<file path="config.mk">
export PLATFORM = sky130hd
export DESIGN_NAME = fifo_param
export DESIGN_NICKNAME = d
export VERILOG_FILES = /design/src/rtl/fifo_param.sv
export SDC_FILE = /design/constraint.sdc
export NUM_CORES = 1
export LEC_CHECK = 0
export ABC_AREA = 1
export ABC_CLOCK_PERIOD_IN_PS = 7000
export BUFFER_PORTS_ARGS = -buffer_cell sky130_fd_sc_hd__buf_2
export CORE_UTILIZATION = 45
export DETAILED_ROUTE_END_ITERATION = 10
export MAX_ROUTING_LAYER = met4
export PLACE_DENSITY = 0.62
export SKIP_CTS_REPAIR_TIMING = 1
export SYNTH_ARGS = -nofsm -noshare
export SYNTH_HDL_FRONTEND = slang
export SYNTH_SLANG_ARGS = --single-unit
</file>
<file path="constraint.sdc">
create_clock -name clk -period 7 [get_ports clk]
set_clock_uncertainty 0.15 [all_clocks]
set_input_delay 1.75 -clock clk [delete_from_list [all_inputs] [get_ports clk]]
set_output_delay 1.75 -clock clk [all_outputs]
set_load 0.01 [all_outputs]
</file>
<file path="src/rtl/fifo_param.sv">
// rtl/fifo_param.sv - parametrised single-clock FIFO with thresholds, flush and registered status
// Ports:
//   clk, rst_n            clock, asynchronous active-low reset
//   data_in, wr_en        write data and write request
//   rd_en, data_out       read request and registered read data
//   flush                 synchronous clear of pointers, count and status pulses
//   wr_ack                previous-cycle write accepted
//   overflow, underflow   previous-cycle write/read rejected
//   full, empty           occupancy at the limits
//   almostfull            count >= AFULL_TH
//   almostempty           count <= AEMPTY_TH
//   count                 current occupancy
module fifo_param #(
    parameter int FIFO_WIDTH = 16,
    parameter int FIFO_DEPTH = 8,
    parameter int AFULL_TH   = FIFO_DEPTH - 1,
    parameter int AEMPTY_TH  = 1
) (
    input  logic                            clk,
    input  logic                            rst_n,
    input  logic [FIFO_WIDTH-1:0]           data_in,
    input  logic                            wr_en,
    input  logic                            rd_en,
    input  logic                            flush,
    output logic [FIFO_WIDTH-1:0]           data_out,
    output logic                            wr_ack,
    output logic                            overflow,
    output logic                            underflow,
    output logic                            full,
    output logic                            empty,
    output logic                            almostfull,
    output logic                            almostempty,
    output logic [$clog2(FIFO_DEPTH+1)-1:0] count
);

    localparam int PTR_W = (FIFO_DEPTH > 1) ? $clog2(FIFO_DEPTH) : 1;
    localparam int CNT_W = $clog2(FIFO_DEPTH + 1);
    localparam logic [PTR_W-1:0] LAST_IDX = PTR_W'(FIFO_DEPTH - 1);

    logic [FIFO_WIDTH-1:0] r_mem [FIFO_DEPTH];
    logic [PTR_W-1:0]      r_wr_ptr;
    logic [PTR_W-1:0]      r_rd_ptr;
    logic [CNT_W-1:0]      r_count;
    logic [FIFO_WIDTH-1:0] r_data_out;
    logic                  r_wr_ack;
    logic                  r_overflow;
    logic                  r_underflow;

    logic w_full;
    logic w_empty;
    logic w_wr_acc;
    logic w_rd_acc;

    // Depth need not be a power of two, so wrap on an explicit compare
    // rather than relying on pointer truncation.
    function automatic logic [PTR_W-1:0] ptr_next(input logic [PTR_W-1:0] p);
        return (p == LAST_IDX) ? '0 : p + PTR_W'(1);
    endfunction

    assign w_full  = (r_count == CNT_W'(FIFO_DEPTH));
    assign w_empty = (r_count == '0);

    // Acceptance uses the pre-edge occupancy only: a same-cycle read does
    // not make room for a write, and a same-cycle write cannot be read.
    assign w_wr_acc = wr_en && !w_full  && !flush;
    assign w_rd_acc = rd_en && !w_empty && !flush;

    // Storage carries no reset; contents are don't-care until written.
    always_ff @(posedge clk) begin
        if (w_wr_acc) begin
            r_mem[r_wr_ptr] <= data_in;
        end
    end

    always_ff @(posedge clk or negedge rst_n) begin
        if (!rst_n) begin
            r_wr_ptr    <= '0;
            r_rd_ptr    <= '0;
            r_count     <= '0;
            r_data_out  <= '0;
            r_wr_ack    <= 1'b0;
            r_overflow  <= 1'b0;
            r_underflow <= 1'b0;
        end else begin
            r_wr_ack    <= w_wr_acc;
            r_overflow  <= wr_en && w_full  && !flush;
            r_underflow <= rd_en && w_empty && !flush;

            if (flush) begin
                // data_out deliberately holds across a flush.
                r_wr_ptr <= '0;
                r_rd_ptr <= '0;
                r_count  <= '0;
            end else begin
                if (w_wr_acc) begin
                    r_wr_ptr <= ptr_next(r_wr_ptr);
                end
                if (w_rd_acc) begin
                    r_rd_ptr   <= ptr_next(r_rd_ptr);
                    r_data_out <= r_mem[r_rd_ptr];
                end
                if (w_wr_acc && !w_rd_acc) begin
                    r_count <= r_count + CNT_W'(1);
                end else if (w_rd_acc && !w_wr_acc) begin
                    r_count <= r_count - CNT_W'(1);
                end
            end
        end
    end

    assign data_out    = r_data_out;
    assign wr_ack      = r_wr_ack;
    assign overflow    = r_overflow;
    assign underflow   = r_underflow;
    assign count       = r_count;
    assign full        = w_full;
    assign empty       = w_empty;
    assign almostfull  = (r_count >= CNT_W'(AFULL_TH));
    assign almostempty = (r_count <= CNT_W'(AEMPTY_TH));

endmodule
</file>
Yosys cells after proc, flatten, opt, wreduce, memory -nomap -nowiden
Memories as Yosys holds them, arrays and structs flattened. A register that Yosys moved wholly into a read port is not among the register bits.
Cells that the tools add are included.
W data, S select, Z words.
{ "word_totals": {"out_inout_bits": 27, "wordCells": 49, "in_bits": 21, "latch_bits": 0, "mem_bits_rw": 128, "memories": 1, "register_bits": 13, "mem_bits_ro": 0} }
{ "classes": {"n_shift": 0, "addsub": 4, "multipliers": 0, "muxes": 11, "bitwise": 1, "n_eq_ne": 3, "div": 0, "n_reduce_logical": 21, "order_cmp": 2} }
{ "memory_table": {"columns": ["name", "words", "width", "read_ports", "rd_clocked_by_memory_dff", "write_ports", "line_no", "text"], "rows": [
  ["r_mem", 8, 16, 1, 1, 1, "40", "logic [FIFO_WIDTH-1:0] r_mem [FIFO_DEPTH];"]
]} }
{ "op_table": {"columns": ["operator", "n"], "rows": [
  ["$mux W3", 6],
  ["$mux W4", 3],
  ["$logic_and A1 B1 Y1", 10],
  ["$add A3 B1 Y3 const B", 2],
  ["$eq A3 B3 Y1 const B", 2],
  ["$logic_not A1 Y1", 6],
  ["$add A4 B1 Y4 const B", 1],
  ["$eq A4 B4 Y1 const B", 1],
  ["$ge A4 B3 Y1 const B", 1],
  ["$le A4 B1 Y1 const B", 1],
  ["$logic_not A4 Y1", 1],
  ["$reduce_bool A2 Y1", 2],
  ["$sub A4 B1 Y4 const B", 1],
  ["$reduce_bool A3 Y1", 1],
  ["$mux W1", 2],
  ["$reduce_and A2 Y1", 1],
  ["$not A1 Y1", 1]
]} }

Logic depth before layout (Yosys ltp)
Gate-level depths: netlist of run 1.
{ "logic_depth": {"ltp_word": 9, "mapped_depth": 9, "ltp_nobuf": 9} }

Least setup slack after synthesis of run 1
No wires, ideal clock.
{ "synth_path": {"kind": "input -> register", "startpoint": "input flush", "endpoint": "memory r_mem[0][0], enable pin", "t_required_ps": 6462, "arrival_time_ps": 3034, "stages": 5, "setup_slack_ps": 3427, "cell_sequence": "inv_2 > nand2_1 > nor2_4 > nand2_1 > nor2_1"} }
{ "synth_via": {"elab_chain_cells": 4} }
{ "synth_rtl": {"columns": ["item", "line_no", "text"], "rows": [
  ["start, declared", "24", "input logic flush,"],
  ["$logic_not A1 Y1", "65", "assign w_wr_acc = wr_en && !w_full && !flush;"],
  ["$logic_and A1 B1 Y1", "65", null],
  ["net w_wr_acc", "51", "logic w_wr_acc;"],
  ["$mux W1", "70", "if (w_wr_acc) begin"],
  ["$mux W1 (implied by the code)", "71", "r_mem[r_wr_ptr] <= data_in;"],
  ["end, declared", "40", null]
]} }
The timed path passes the listed nets, and every way through them passes these cells.

Worst setup path in the final report of run 1
{ "layout_path": {"startpoint": "register r_count[0], in the netlist count[0]", "endpoint": "output full"} }
{ "layout_via": {"elab_chain_cells": 1} }
{ "layout_rtl": {"columns": ["item", "line_no", "text"], "rows": [
  ["start, declared", "43", "logic [CNT_W-1:0] r_count;"],
  ["start signal, assigned", "103", "r_count <= r_count + CNT_W'(1);"],
  ["start signal, assigned", "105", "r_count <= r_count - CNT_W'(1);"],
  ["$eq A4 B4 Y1", "60", "assign w_full = (r_count == CNT_W'(FIFO_DEPTH));"],
  ["end, declared", "29", "output logic full,"]
]} }
No other way between the ends.

==> results.md, run 1 <==
- Status: completed
- Total number of vias: 4,387
- R2R cell count: 7
- Vias in the first global route: ~4k
- Largest net degree at the start of global routing: 84
- MaxCap Viol Count: 0
- Hold Vio Cnt, Final: 0
- Setup violations, final: 0
- Area grow syn2layout: 13.9%
- Root Driver: clkbuf_16
- Synth top area share: 0.573
- Syn. warnings: 0
- Max-slew violation count: 0
- 1st-iter DRT viols: a little under 500
- Post-route DRC: 0
- FF-to-FF Start: count[0]$_DFFE_PN0P_
- Placed wire-length estimate: between 9 and 10 mm
- WHS Path Cells: 2
- Routed wire length: roughly 15 mm
- Sequential fraction of the synthesis area: 0.682
- Synthesis-stage register bit count: between 150 and 200
- Hold Crit Class: reg2reg
- Initial core utilization: 0.461
- CTS tree: yes
- Gr usage total: 0.210
- Final Non-Filler Cells: ~870
- RD Place Congestion: approximately 0.83
- First-pass GRT wire length: between 20 and 25 mm
- Grt total ovfl: 0
- Worst slew pin tran: between 1 and 1.5 ns
- Mapped Nets: 653
- Fin nets: 700
- Clock latency on the worst-skew pair: ~0.43 ns
- Final Cycle Share: 0.534
- Ports: between 40 and 50
- P_leak: approximately 3.3 nW
- Setup Crit Path Kind: reg2out
- Synth unique cells: 25
- CTS Buf Count: 17
- Core area: roughly 15,000 sq um
- Fmax: around 270 MHz
- DR pass1 iterations: 5
- Critical Path Source: count[0]$_DFFE_PN0P_
- Tmin final: roughly 3.7 ns
- Die Y: 124 um
- CP max FO: 7
- Synth Instances: around 630
- DP Worst Slack: about 2.8 ns
- Post-DRT Antenna Nets: 0
- Rows: 44
- Clock slew at reported path FFs: roughly 0.060 ns
- Syn_area_per_cell: roughly 11 sq um
- Number of antenna violations at the first check in global routing: 0
- Unrepaired setup endpoints after global routing: no
- Filler instances: between 1k and 1.5k
- # clock sinks: around 160
- Worst Setup Start Kind: flip-flop
- Mapped cell area: 6700 sq um
- Register area: roughly 4600 sq um
- Total negative slack: 0 ns
- Deepest clock path buffer count: 2
- Power per cell area: about 350 nW/um^2
- Area leader, netlist: edfxtp_1
- Die width: ~120 um
- Routed vias/inst: 5.05
- Pwr Total: roughly 2.7 mW
- DIE AREA: between 15,000 and 20,000 sq um
- Critical hold path startpoint: data_out[0]$_DFFE_PN0P_
- Critical Path End Type: primary output
- Critical path data required time: roughly 5.1 ns
- Worst vdd ir: 0.000192 V
- Max_slew headroom: 0.259
- Arrival @ worst endpoint: 1.84 ns
- Number of diodes: 0
- H-tree levels: 4
- Fin worst setup slack: 3.26 ns
- Share of layout cells above drive strength 1: 0.149
- Port Buf Inserts: 47
- Multi-input gate area: 1740 sq um
- Placed cell count: 836
- Ranking of synthesized cells by area: edfxtp_1 (57%), nand2_1 (14%), dfrtp_1 (11%)
- WL/cell: 16.9 um
worst max-delay path, cell delays in order, from the launching register on:
cell and delay [ns]:
dfrtp_1 0.46, inv_1 0.15, ha_1 0.37, nand2_1 0.15, nor2_4 0.13, buf_2 0.15
worst paths after layout:
check | to | slack [ns]
min | data_out[0]$_DFFE_PN0P_ | 0.32
min reg2reg | data_out[0]$_DFFE_PN0P_ | 0.32
max in group asynchronous | r_rd_ptr[0]$_DFFE_PN0P_ | 4.97
min in group asynchronous | data_out[5]$_DFFE_PN0P_ | 1.23
max | full | 3.26
max reg2reg | r_mem[3][11]$_DFFE_PP_ | 4.25
cells in the mapped netlist, drive strengths merged:
| cell type | count |
|---|---|
| edfxtp | 128 |
| clkbuf | 3 |
| clkinv | 1 |
| nor2 | 20 |
| inv | 61 |
| nand2 | 252 |
| a21oi | 1 |
| o21ai | 6 |
| nand4 | 5 |
| dfrtp | 29 |
| o211ai | 16 |
| xor2 | 2 |
| nand3 | 69 |
| buf | 25 |
| ha | 7 |
metal layers:
| metal | up-vias | share of wire | routed length (um) | GRT usage |
|---|---|---|---|---|
| li1 | 2150 | - | - | - |
| met1 | 2076 | 0.48 | 7100 | 0.315 |
| met2 | 151 | 0.44 | 6460 | 0.276 |
| met3 | 10 | 0.068 | 1000 | 0.0453 |
| met4 | 0 | 0.0090 | 132 | 0.0811 |
| met5 | - | 0 | 0 | - |
area by class of cell:
class | count | area share
inverter | 62 | 0.0305
sequential | 157 | 0.599
clock buffer | 19 | 0.0567
tap | 184 | 0.0302
multi-input combinational | 378 | 0.228
clock inverter | 13 | 0.0164
timing repair buffer | 56 | 0.0397
report_power, final:
part / switching [mW] / total, mW / internal (mW)
logic: 0.461 / 0.670 / 0.209
clock network: 0.357 / 0.875 / 0.518
registers: 0.0511 / 1.14 / 1.09
registers in the layout (all words and copies together) (netlist names):
name and count:
underflow 1, wr_ack 1, count 4, overflow 1, r_mem 128, data_out 16, r_wr_ptr 3, r_rd_ptr 3
cell families (layout without fill, tap and decap cells):
kind of cell,after synthesis,count (layout),share of synthesized area
and+or+nand+nor,346,346,0.219
DFF,157,157,0.682
buffers and inverters,90,150,0.0592
AOI/OAI and AO/OA,23,23,0.0248
adders and majority gates,7,7,0.0131
xor gates and xnor gates,2,2,0.00261
cells in the final DEF, fill, tap and decap left out, types with 4 or more instances in the layout:
| master | count |
|---|---|
| buf_2 | 47 |
| buf_4 | 9 |
| clkbuf_16 | 17 |
| clkinv_2 | 4 |
| clkinvlp_4 | 5 |
| dfrtp_1 | 28 |
| edfxtp_1 | 128 |
| ha_1 | 7 |
| inv_1 | 58 |
| nand2_1 | 245 |
| nand2_2 | 4 |
| nand3_1 | 69 |
| nand4_1 | 5 |
| nor2_1 | 14 |
| o211ai_1 | 16 |
through the flow:
step,hold WS [ns],util,cell area (sq um)
floorplan,0.363,-,6700
global placement,0.307,0.486,7070
detailed placement,0.311,0.486,7070
CTS,0.328,0.525,7620
global route,0.358,0.525,7630
finish,0.321,0.525,7630
No activity file was read; power rests on OpenSTA's default activity.
==> inputs of run 2 (changes only) <==
--- a/config.mk
+++ b/config.mk
@@ -6,12 +6,12 @@
 export NUM_CORES = 1
 export LEC_CHECK = 0
 export ABC_AREA = 1
-export ABC_CLOCK_PERIOD_IN_PS = 7000
+export ABC_CLOCK_PERIOD_IN_PS = 3010
 export BUFFER_PORTS_ARGS = -buffer_cell sky130_fd_sc_hd__buf_2
 export CORE_UTILIZATION = 45
 export DETAILED_ROUTE_END_ITERATION = 10
 export MAX_ROUTING_LAYER = met4
-export PLACE_DENSITY = 0.62
+export PLACE_DENSITY = 0.65
 export SKIP_CTS_REPAIR_TIMING = 1
 export SYNTH_ARGS = -nofsm -noshare
 export SYNTH_HDL_FRONTEND = slang
==> constraint.sdc (replaced) <==
create_clock -name clk -period 3.01 [get_ports clk]
set_clock_uncertainty 0.15 [all_clocks]
set_input_delay 0.7525 -clock clk [delete_from_list [all_inputs] [get_ports clk]]
set_output_delay 0.7525 -clock clk [all_outputs]
set_load 0.01 [all_outputs]
==> results.md, run 2 (synthesis results as in run 1) <==
- Total negative slack: 0 ns
- Vias in the first global route: around 4.4k
- Filler instances: 1,280
- Deepest clock path buffer count: 2
- Root Driver: clkbuf_16
- Final Non-Filler Cells: 876
- Hold Vio Cnt, Final: 0
- Initial core utilization: 0.461
- Placed wire-length estimate: approximately 9.9 mm
- Slowest Stage Delay on Critical Path: about 0.45 ns
- R2R Path End: r_mem[1][12]$_DFFE_PP_
- Setup Crit Path Kind: reg2out
- Max FFs per register: ~130
- Status: completed
- Biggest register: r_mem
- Max-slew violation count: 0
- 1st-iter DRT viols: about 380
- Fmax: ~370 MHz
- Core area: 14,500 sq um
- Tmin final: approximately 2.7 ns
- MaxCap Viol Count: 0
- Commonest non-fill, non-tap cell in the layout: nand2_1
- Arrival @ worst endpoint: between 1.5 and 2 ns
- Unrepaired setup endpoints after global routing: no
- CTS tree: yes
- Gr usage total: 0.225
- DP Worst Slack: ~0.72 ns
- WL/cell: 17.3 um
- Final Cycle Share: 0.898
- Clock Power Share: 0.361
- Worst vdd ir: about 0.00040 V
- Fin nets: ~700
- Slowest-stage cell, CP: dfrtp_1
- Post-DRT Antenna Nets: 0
- Critical path data required time: 2.11 ns
- Number of diodes: 0
- Cell Int Power: 4.59 mW
- Dpl cell area: slightly above 7000 sq um
- Hold Crit Class: in2async
- Routed wire length: 15.1 mm
- Port Buf Inserts: 47
- Clock slew at reported path FFs: about 0.06 ns
- R2R cell count: 8
- Share of layout cells above drive strength 1: 0.160
- Total number of vias: around 4.5k
- P_leak: about 3.4 nW
- Placed cell count: roughly 840
- Worst path cell trace: inv_1, ha_1, nand2_1, nor2_4, buf_2
- FF-to-FF Start: count[0]$_DFFE_PN0P_
- Fin worst setup slack: 0.306 ns
- First-pass GRT wire length: 23.7 mm
- Max_slew headroom: 0.510
- DIE AREA: approximately 15,000 sq um
- Post-route DRC: 0
- # clock sinks: 157
- Setup violations, final: 0
- CTS Buf Count: 17
- Final Cell Area: 7800 sq um
- Net switching power: 2.03 mW
- Routed vias/inst: 5.17
- Largest net degree at the start of global routing: 40
- Number of antenna violations at the first check in global routing: 0
- Area grow syn2layout: 16.3%
- DR pass1 iterations: 5
- RD Place Congestion: between 0.8 and 0.9
- Die Y: about 120 um
- Worst hold slack: roughly 0.23 ns
- Seq pwr share: 0.407
- Rows: 44
- CP max FO: 7
- Worst slew pin tran: 0.733 ns
- Sw Ratio: 0.306
- Power per cell area: between 800 and 900 nW/um^2
- Most frequent cells in the layout: nand2_1 (245), edfxtp_1 (128), nand3_1 (69)
- Clock latency on the worst-skew pair: 0.42 ns
- R2R setup slack: 0.78 ns
- Critical Path End Type: primary output
- Combinational fraction of design power: 0.232
- Grt total ovfl: 0
- Ports: between 40 and 50
- Die width: 124 um
- H-tree levels: 4
- Worst Setup Start Kind: flip-flop
run 2: cell types whose count changed in the layout (fill, tap and decap cells not counted):
cell        previous run  this run
buf_4                  9        16
bufinv_16              2         6
clkbuf_1               2         0
clkinv_1               3         2
clkinv_2               4         1
clkinv_4               0         3
clkinvlp_4             5         4
nor2_1                14        15
nor2_2                 3         2
run 2: routing by layer:
layer  global-route usage  part of all wire
met2                0.337              0.46
met3               0.0458             0.078
met1                0.297              0.44
met5                    -                 0
met4               0.0997             0.020
run 2: cell type report:
class                           instances  area (sq um)  share of cell area
Clock buffer                           17           425              0.0546
Clock inverter                         15           245              0.0315
Inverter                               62           233              0.0298
Multi-Input combinational cell        378          1740               0.223
Sequential cell                       157          4570               0.586
Tap cell                              184           230              0.0295
Timing Repair Buffer                   63           355              0.0456
run 2: how the worst max path moves through the flow:
stage	to	depth (start not counted)	from	slack, ns
6_report	full	5	count[0]$_DFFE_PN0P_	0.31
5_1_grt	full	5	count[0]$_DFFE_PN0P_	0.20
4_1_cts	full	5	count[0]$_DFFE_PN0P_	0.28
3_5_place_dp	count[3]$_DFFE_PN0P_	8	flush	0.72
3_3_place_gp	count[3]$_DFFE_PN0P_	8	flush	0.74
2_1_floorplan	r_mem[0][0]$_DFFE_PP_	7	count[0]$_DFFE_PN0P_	0.38
run 2: through the flow:
step	power (mW)	utilization
3_3_place_gp	4.24	0.490
4_1_cts	6.66	0.537
6_report	6.62	0.537
2_1_floorplan	3.79	-
3_5_place_dp	4.27	0.490
5_1_grt	6.97	0.537
run 2: power groups by stage:
stage                     sequential, mW  combinational, mW  clock, mW
after global placement              2.73               1.51          0
after floorplan                     2.74               1.05          0
after detailed placement            2.74               1.53          0
final                               2.70               1.54       2.39
after CTS                           2.70               1.54       2.42
after global routing                2.73               1.75       2.50
run 2: critical path, delay by kind of cell (launching register included):
| kind | cells | cell delay [ns] |
|---|---|---|
| and+or+nand+nor | 2 | 0.28 |
| DFF | 1 | 0.45 |
| adders and majority gates | 1 | 0.35 |
| buffers and inverters | 2 | 0.29 |
